$ cat config.mk
export PLATFORM = sky130hd
export DESIGN_NAME = mmcm_phase_stepper
export DESIGN_NICKNAME = d
export VERILOG_FILES = /design/src/rtl/mmcm_phase_stepper.sv
export SDC_FILE = /design/constraint.sdc
export NUM_CORES = 1
export LEC_CHECK = 0
export BUFFER_PORTS_ARGS = -buffer_cell sky130_fd_sc_hd__buf_2
export CORE_ASPECT_RATIO = 0.7
export CORE_UTILIZATION = 31
export CTS_CLUSTER_SIZE = 16
export DETAILED_ROUTE_END_ITERATION = 7
export GPL_TIMING_DRIVEN = 0
export SLEW_MARGIN = 20
export SYNTH_ARGS = -nofsm -noshare
export SYNTH_HDL_FRONTEND = slang
export SYNTH_SLANG_ARGS = --single-unit
$ cat constraint.sdc
create_clock -name clk_usb -period 8.2 [get_ports clk_usb]
set_clock_uncertainty 0.2 [all_clocks]
set_input_delay 1.64 -clock clk_usb [delete_from_list [all_inputs] [get_ports clk_usb]]
set_output_delay 1.64 -clock clk_usb [all_outputs]
set_load 0.03 [all_outputs]
$ cat src/rtl/mmcm_phase_stepper.sv
// Shared dynamic phase-shift stepper for several MMCMs: moves each channel's fine
// phase one PSEN step at a time toward an absolute target along the shortest wrap.
module mmcm_phase_stepper #(
  parameter int unsigned pCHANNELS    = 2,
  parameter int unsigned pPHASE_WIDTH = 9,
  parameter int unsigned pSTEPS       = 448,
  parameter int unsigned pTIMEOUT     = 64
) (
  input  logic                              clk_usb,
  input  logic                              reset,
  input  logic [pCHANNELS-1:0]              load_i,
  input  logic [pCHANNELS*pPHASE_WIDTH-1:0] phase_req_i,
  output logic [pCHANNELS*pPHASE_WIDTH-1:0] phase_actual_o,
  output logic [pCHANNELS-1:0]              done_o,
  output logic [pCHANNELS-1:0]              error_o,
  output logic                              busy_o,
  input  logic [pCHANNELS-1:0]              locked_i,
  output logic [pCHANNELS-1:0]              psen_o,
  output logic [pCHANNELS-1:0]              psincdec_o,
  input  logic [pCHANNELS-1:0]              psdone_i
);

  localparam int NCH = int'(pCHANNELS);
  localparam int W   = int'(pPHASE_WIDTH);
  localparam int WE  = W + 1;
  localparam int CW  = (NCH > 1) ? $clog2(NCH) : 1;
  localparam int TW  = (pTIMEOUT > 1) ? $clog2(pTIMEOUT) : 1;

  localparam logic [W:0]    M_EXT   = WE'(pSTEPS);
  localparam logic [W:0]    HALF    = WE'(pSTEPS / 2);
  localparam logic [W-1:0]  M_LAST  = W'(pSTEPS - 1);
  localparam logic [CW-1:0] CH_LAST = CW'(NCH - 1);
  localparam logic [TW-1:0] T_LAST  = TW'(pTIMEOUT - 1);

  typedef enum logic [1:0] {S_IDLE, S_STEP, S_WAIT} state_t;

  state_t          state;
  logic [CW-1:0]   sel;
  logic [CW-1:0]   rr;
  logic            dir;
  logic [TW-1:0]   timer;
  logic [W-1:0]    target_q [NCH];
  logic [W-1:0]    actual_q [NCH];
  logic [W-1:0]    target_d [NCH];
  logic [W-1:0]    actual_d [NCH];
  logic [NCH-1:0]  pend_q, pend_d, err_d, done_d, locked_q;
  logic [NCH-1:0]  lock_fall, steppable, inc;
  logic            ack, tmo, abandon, pick_found, busy_d;
  logic [CW-1:0]   pick_idx;

  assign lock_fall = locked_q & ~locked_i;

  // Per-channel shortest-direction decision; the half-period tie increments.
  always_comb begin
    logic [W:0] diff;
    diff      = '0;
    steppable = '0;
    inc       = '0;
    for (int c = 0; c < NCH; c++) begin
      if (target_q[c] >= actual_q[c]) diff = {1'b0, target_q[c]} - {1'b0, actual_q[c]};
      else                            diff = {1'b0, target_q[c]} + M_EXT - {1'b0, actual_q[c]};
      inc[c]       = (diff <= HALF);
      steppable[c] = (target_q[c] != actual_q[c]) && locked_i[c];
    end
  end

  // Step outcome for the selected channel and round-robin pick starting at rr.
  always_comb begin
    logic [CW-1:0] cand;
    int            k;
    cand       = '0;
    k          = 0;
    ack        = (state == S_WAIT) && psdone_i[sel] && !lock_fall[sel];
    tmo        = (state == S_WAIT) && !psdone_i[sel] && !lock_fall[sel] && (timer == T_LAST);
    abandon    = (state != S_IDLE) && lock_fall[sel];
    pick_found = 1'b0;
    pick_idx   = '0;
    for (int i = NCH - 1; i >= 0; i--) begin
      k = int'(rr) + i;
      if (k >= NCH) k = k - NCH;
      cand = CW'(k);
      if (steppable[cand]) begin
        pick_found = 1'b1;
        pick_idx   = cand;
      end
    end
  end

  // Next per-channel state: lock loss, step completion, timeout, load, then done.
  always_comb begin
    logic [W-1:0] req;
    req      = '0;
    target_d = target_q;
    actual_d = actual_q;
    pend_d   = pend_q;
    err_d    = error_o;
    done_d   = '0;
    for (int c = 0; c < NCH; c++) begin
      if (lock_fall[c]) begin
        actual_d[c] = '0;
      end else if (ack && (sel == CW'(c))) begin
        if (dir) actual_d[c] = (actual_q[c] == M_LAST) ? '0 : actual_q[c] + W'(1);
        else     actual_d[c] = (actual_q[c] == '0) ? M_LAST : actual_q[c] - W'(1);
      end
      if (tmo && (sel == CW'(c))) begin
        err_d[c]    = 1'b1;
        target_d[c] = actual_d[c];
      end
      if (load_i[c]) begin
        req = phase_req_i[c*W +: W];
        if ({1'b0, req} < M_EXT) begin
          target_d[c] = req;
          pend_d[c]   = 1'b1;
          err_d[c]    = 1'b0;
        end else begin
          err_d[c]  = 1'b1;
          done_d[c] = 1'b1;
        end
      end
      if (pend_d[c] && (actual_d[c] == target_d[c])) begin
        done_d[c] = 1'b1;
        pend_d[c] = 1'b0;
      end
    end
    busy_d = ((state == S_IDLE) ? pick_found : !(ack || tmo || abandon)) || (|pend_d);
  end

  always_comb begin
    phase_actual_o = '0;
    for (int c = 0; c < NCH; c++) phase_actual_o[c*W +: W] = actual_q[c];
  end

  always_ff @(posedge clk_usb or posedge reset) begin
    if (reset) begin
      state      <= S_IDLE;
      sel        <= '0;
      rr         <= '0;
      dir        <= 1'b0;
      timer      <= '0;
      pend_q     <= '0;
      locked_q   <= '0;
      error_o    <= '0;
      done_o     <= '0;
      busy_o     <= 1'b0;
      psen_o     <= '0;
      psincdec_o <= '0;
      for (int c = 0; c < NCH; c++) begin
        target_q[c] <= '0;
        actual_q[c] <= '0;
      end
    end else begin
      target_q   <= target_d;
      actual_q   <= actual_d;
      pend_q     <= pend_d;
      error_o    <= err_d;
      done_o     <= done_d;
      busy_o     <= busy_d;
      locked_q   <= locked_i;
      psen_o     <= '0;
      psincdec_o <= '0;
      case (state)
        S_IDLE: begin
          if (pick_found) begin
            sel                  <= pick_idx;
            dir                  <= inc[pick_idx];
            psen_o[pick_idx]     <= 1'b1;
            psincdec_o[pick_idx] <= inc[pick_idx];
            timer                <= '0;
            state                <= S_STEP;
          end
        end
        S_STEP: begin
          timer <= timer + TW'(1);
          state <= abandon ? S_IDLE : S_WAIT;
        end
        S_WAIT: begin
          if (abandon || tmo) begin
            state <= S_IDLE;
          end else if (ack) begin
            rr    <= (sel == CH_LAST) ? '0 : sel + CW'(1);
            state <= S_IDLE;
          end else begin
            timer <= timer + TW'(1);
          end
        end
        default: state <= S_IDLE;
      endcase
    end
  end

endmodule

Word level (Yosys, flattened, before mapping). Cells that the tools add are included. W data, S select, Z words.

Order comparisons: 13. Multiplexer cells: 67. Equal/unequal tests: 13. Reductions and logical operators: 34. $add $sub $neg: 15. Bitwise gates (word level): 5.

Operators by type and width (count): $mux W9 (16); $mux W1 (35); $add A9 B9 Y10 const B (2); $le A10 B8 Y1 const B (2); $mux W10 (2); $sub A10 B9 Y10 (2); $sub A9 B9 Y10 (2); $add A9 B1 Y9 const B (2); $eq A9 B9 Y1 (2); $eq A9 B9 Y1 const B (2); $ge A9 B9 Y1 (2); $logic_not A9 Y1 (2); $lt A9 B9 Y1 const B (2); $mux W6 (3); $ne A9 B9 Y1 (2); $pmux W6 S3 (1); $sub A9 B1 Y9 const B (2); $mux W2 (8); $logic_and A1 B1 Y1 (15); $lt A1 B2 Y1 const B (4); $add A6 B1 Y6 const B (1); $eq A6 B6 Y1 const B (1); $ne A2 B2 Y1 const B (3); $pmux W2 S3 (1); other kinds (22) (33).

Output and inout bits: 27. Word-level logic and storage cells: 164. Register bits after elaboration: 60. Input port bits: 26.

Longest topological paths before layout.
Depth in word-level cells: 17. Gate-level depth with buffers: 14. Depth with buffers taken out: 14.

Worst setup path after synthesis. No wires, ideal clock.

Path kind: input-to-reg. Start point: input psdone_i[0]. End point: register busy_o. Buffers on the path: 1. Stages on the path: 9. Slack: 4.377 ns. Arrival: 3.478 ns. Library setup time: 0.145 ns. Required time: 7.855 ns. Path through: or2_1 -> or4_1 -> buf_2 -> a21oi_1 -> nor2_1 -> mux2_2 -> nor4_2 -> and3_1 -> o221ai_1.

Cells in the longest elaborated chain, start to end: 15. Elaborated cells on any way between the ends: 34. Classes of those cells: eq/ne: 2; mux: 15; reduce/logical: 17.

RTL lines: from (decl) (line 20) `input logic [pCHANNELS-1:0] psdone_i`; $mux W1 (implied by the code) (*) (2 in a row) (line 73, 74); $logic_and A1 B1 Y1 or $logic_not A1 Y1 (tied branches) (line 73, 74); $logic_and A1 B1 Y1 (on tied branches) (line 73, 74); $logic_and A1 B1 Y1 (on tied branches) (line 101, 74); $mux W9 or $logic_and A1 B1 Y1 (tied branches) (line 101, 74); $mux W9 or $logic_and A1 B1 Y1 (tied branches) (line 99, 105); $mux W9 (line 105) `if (tmo && (sel == CW'(c))) begin`; $mux W9 (line 111) `if ({1'b0, req} < M_EXT) begin`; $mux W9 (line 109) `if (load_i[c]) begin`; $eq A9 B9 Y1 (line 120) `if (pend_d[c] && (actual_d[c] == target_d[c])) begin`; $logic_and A1 B1 Y1 (line 120); $mux W1 (line 120); $reduce_or A2 Y1 (line 125) `busy_d = ((state == S_IDLE) ? pick_found : !(ack || tmo || abandon)) || (|pend_d);`; $logic_or A1 B1 Y1 (*) (line 125); net busy_d (line 48) `logic ack, tmo, abandon, pick_found, busy_d;`; to (signal assigned) (line 157) `busy_o <= busy_d;`; to (decl) (line 16) `output logic busy_o,`.

The timed path passes the listed nets; every way through them passes the cells marked *. The select of a mux whose other input is x is not followed. A chain may end at the register's enable or synchronous reset.

==> run_results.csv <==
group,metric,value,unit
min_path,min_path_type,"reg -> reg",
critical_path,crit_type,"in -> reg",
placement,gp_congestion,0.907,
synth,ys_seq_elements,60,
die,rows,42,
die,pin_count,53,
critical_path,path_buf_inv,2,
global_routing,grt_max_degree,45,
drt,viasPerCell,5.48,
critical_path,path_cells,"buf_2 -> nor2b_1 -> clkbuf_1 -> a2111oi_0 -> a211oi_1 -> mux2_2 -> nor4_2 -> and3_1 -> o221ai_1",
drt,drt_iter0_markers,455,
sta,grt_setup_unrepaired,"no",
finish,multiInputGateArea,0.00413,mm²
sta,max-slew-margin-rel,0.504,
sta,setup_viol_count_final,0,
clock_network,cts_hold_buf,0,
finish,syn2layout_area_growth,14.8,%
global_routing,grt_pass1_wl,30.4,mm
run_status,outcome,"complete, no violations",
critical_path,slowest_delay,0.56,ns
clock_network,path_clk_slew,0.05,ns
drt,drt_wl_total,19.0,mm
clock_network,cts_tree,"done",
drt,ant_nets,0,
critical_path,worstSetupEndpointType,"flip-flop",
synth,synth_top_flop_cell,"dfrtp_1",
drt,vias,5916,
clock_network,postCtsResizedCells,0,
finish,fin_util,0.369,
global_routing,grt_overflow,0,
clock_network,cts-root-buf,"clkbuf_16",
drt,wl_per_cell,17.6,µm
die,dieArea,0.0205,mm²
flow_run,maxCapViolations,0,
power,leakage,3.13,nW
sta,fmax,230,MHz
global_routing,grt_usage,0.192,
sta,finalMaxSlewViolations,0,
finish,antenna_cells,0,
synth,ys_async_sr_fraction,1.00,
sta,tightest_slew,0.726,ns
synth,synth_fp_nets,840,
synth,synth_area_leaders,"dfrtp_1 (24%), ha_1 (9.9%), a21oi_1 (5.0%), inv_1 (4.9%), fa_1 (4.5%)",
drt,first_pass_iters,6,
synth,synth_area_leader_cell,"dfrtp_1",
clock_network,clock-sinks,60,
global_routing,grt_antenna_before_repair,0,
drt,drc,0,
power,ir_worst_vdd,0.116,mV
critical_path,cp.required,8.20,ns
die,design.core.area,0.0192,mm²
synth,synth_edf_count,0,
global_routing,first_global_vias,5495,
clock_network,htree_levels,3,
finish,fillers,1979,
critical_path,path_delay_family,"compound AO/OA/AOI/OAI gates",
synth,syn_area_per_cell,8.21,µm²
sta,period_minus_slack,4.36,ns
synth,seq_area_frac_synth,0.244,
sta,timing.setup.tns,0,ns
synth,synth.top_cell.area_share,0.244,
die,start_util,0.321,
critical_path,cp_max_fo,10,
synth,yosysUniqueCellTypes,88,
finish,seq_area,0.00150,mm²
sta,hold_violations,0,
clock_network,cts_made_buffers,9,
power,powerDensity,295,mW/mm²
critical_path,slowest_stage,"a211oi_1",
placement,place_hpwl,14.9,mm
die,die_w,171,µm
synth,syn_area,0.00616,mm²
clock_network,ctsLongestPathBuffers,2,
synth,syn_inst,751,
finish,drive_gt1_frac,0.145,
sta,period_share,0.531,
critical_path,start_kind,"input port",
synth,ys.warnings.count,0,
die,die_y,120,µm
critical_path,cp_data_arrival_time,4.35,ns
clock_network,insertion_delay,0.35,ns
placement,port-buffer-count,51,
clock_network,post_cts_buffers,0,
finish,finalNetCount,903,
## synthesized netlist by cell type, types with 7 or more instances
cell type / number
inv_1: 81
nand2_1: 69
a21oi_1: 61
dfrtp_1: 60
nor2_1: 59
ha_1: 49
o21ai_0: 40
nand3_1: 21
mux2i_1: 16
xnor2_1: 16
a31oi_1: 15
fa_1: 14
nor2b_1: 12
and3_1: 11
nand2b_1: 11
nor3_1: 11
o22ai_1: 11
clkbuf_1: 10
buf_2: 9
nand4_1: 9
and4_1: 7
or3_1: 7
## kinds of logic after synthesis
logic type | share of synthesized area
flops | 0.244
compound gates | 0.249
mux | 0.0315
fa+ha+maj | 0.145
simple gates | 0.216
xor+xnor | 0.0298
buf+inv | 0.0857
## state kept, by name (all words and copies together), names as in the netlist
| register | flops |
|---|---|
| target_q | 18 |
| phase_actual_o | 18 |
| pend_q | 2 |
| rr | 1 |
| psen_o | 2 |
| state | 2 |
| locked_q | 2 |
| timer | 6 |
| error_o | 2 |
| busy_o | 1 |
| done_o | 2 |
| sel | 1 |
| psincdec_o | 2 |
| dir | 1 |
## metal layers
layer / global-route usage / vias to the layer above / wire length, µm
li1: - / 2831 / -
met1: 0.314 / 2823 / 10100
met2: 0.238 / 248 / 6970
met3: 0.0491 / 14 / 1740
met4: 0.0462 / 0 / 175
met5: 0 / - / 0
## final timing paths
kind | start | to | slack, ns | depth (start not counted)
min in group asynchronous | reset | target_q[8]$_DFF_PP0_ | 1.03 | 2
worst min register to register | timer[0]$_DFFE_PP0P_ | timer[0]$_DFFE_PP0P_ | 0.31 | 1
worst min-delay path | timer[0]$_DFFE_PP0P_ | timer[0]$_DFFE_PP0P_ | 0.31 | 1
worst max-delay path | locked_i[0] | busy_o$_DFF_PP0_ | 3.84 | 9
max in group asynchronous | reset | psen_o[1]$_DFF_PP0_ | 6.27 | 3
worst max register to register | phase_actual_o[9]$_DFF_PP0_ | busy_o$_DFF_PP0_ | 4.57 | 10
## cell usage in the layout (no fill, tap or decap), types with 12 or more instances in the layout
master / netlist / final
a21oi_1: 61 / 61
ha_1: 49 / 49
a31oi_1: 15 / 15
fa_1: 14 / 14
nor2b_1: 12 / 12
xnor2_1: 16 / 16
buf_2: 9 / 60
nor2_1: 59 / 59
mux2i_1: 16 / 16
inv_1: 81 / 80
dfrtp_1: 60 / 60
o21ai_0: 40 / 40
nand3_1: 21 / 21
nand2_1: 69 / 69
## cell type report
type                            count  area share
Buffer                             34      0.0317
Clock inverter                      3     0.00920
Sequential cell                    60       0.212
Tap cell                          264      0.0467
Clock buffer                       10      0.0324
Multi-Input combinational cell    576       0.584
Timing Repair Buffer               52      0.0400
Inverter                           81      0.0433
## through the flow
| step | hold slack (ns) | instances | power [W] | setup WS, ns | area (µm²) |
|---|---|---|---|---|---|
| after floorplan | 0.271 | 751 | 0.00136 | 4.38 | 6160 |
| after global placement | 0.296 | 1066 | 0.00166 | 3.56 | 6750 |
| after detailed placement | 0.304 | 1067 | 0.00167 | 3.57 | 6780 |
| after CTS | 0.311 | 1080 | 0.00208 | 3.94 | 7070 |
| after global routing | 0.346 | 1080 | 0.00225 | 3.73 | 7070 |
| final | 0.310 | 1080 | 0.00209 | 3.84 | 7070 |
## where the power goes
group          total [W]  internal [W]  switching, W  leakage [nW]
sequential      0.000440      0.000354     0.0000862         0.746
clock           0.000401      0.000260      0.000141         0.144
combinational    0.00125      0.000500      0.000747          2.24
## worst reg2reg max path, delay by kind of cell, from the launching register on
| family | cells | cell delay (ns) |
|---|---|---|
| AND/OR/NAND/NOR | 3 | 0.98 |
| AO/OA/AOI/OAI | 4 | 0.82 |
| flip-flops | 1 | 0.52 |
| multiplexers | 1 | 0.48 |
| adder cells (fa/ha/maj) | 1 | 0.26 |
| buffers and inverters | 1 | 0.22 |
Note: power is estimated with default switching activity, not from simulation.
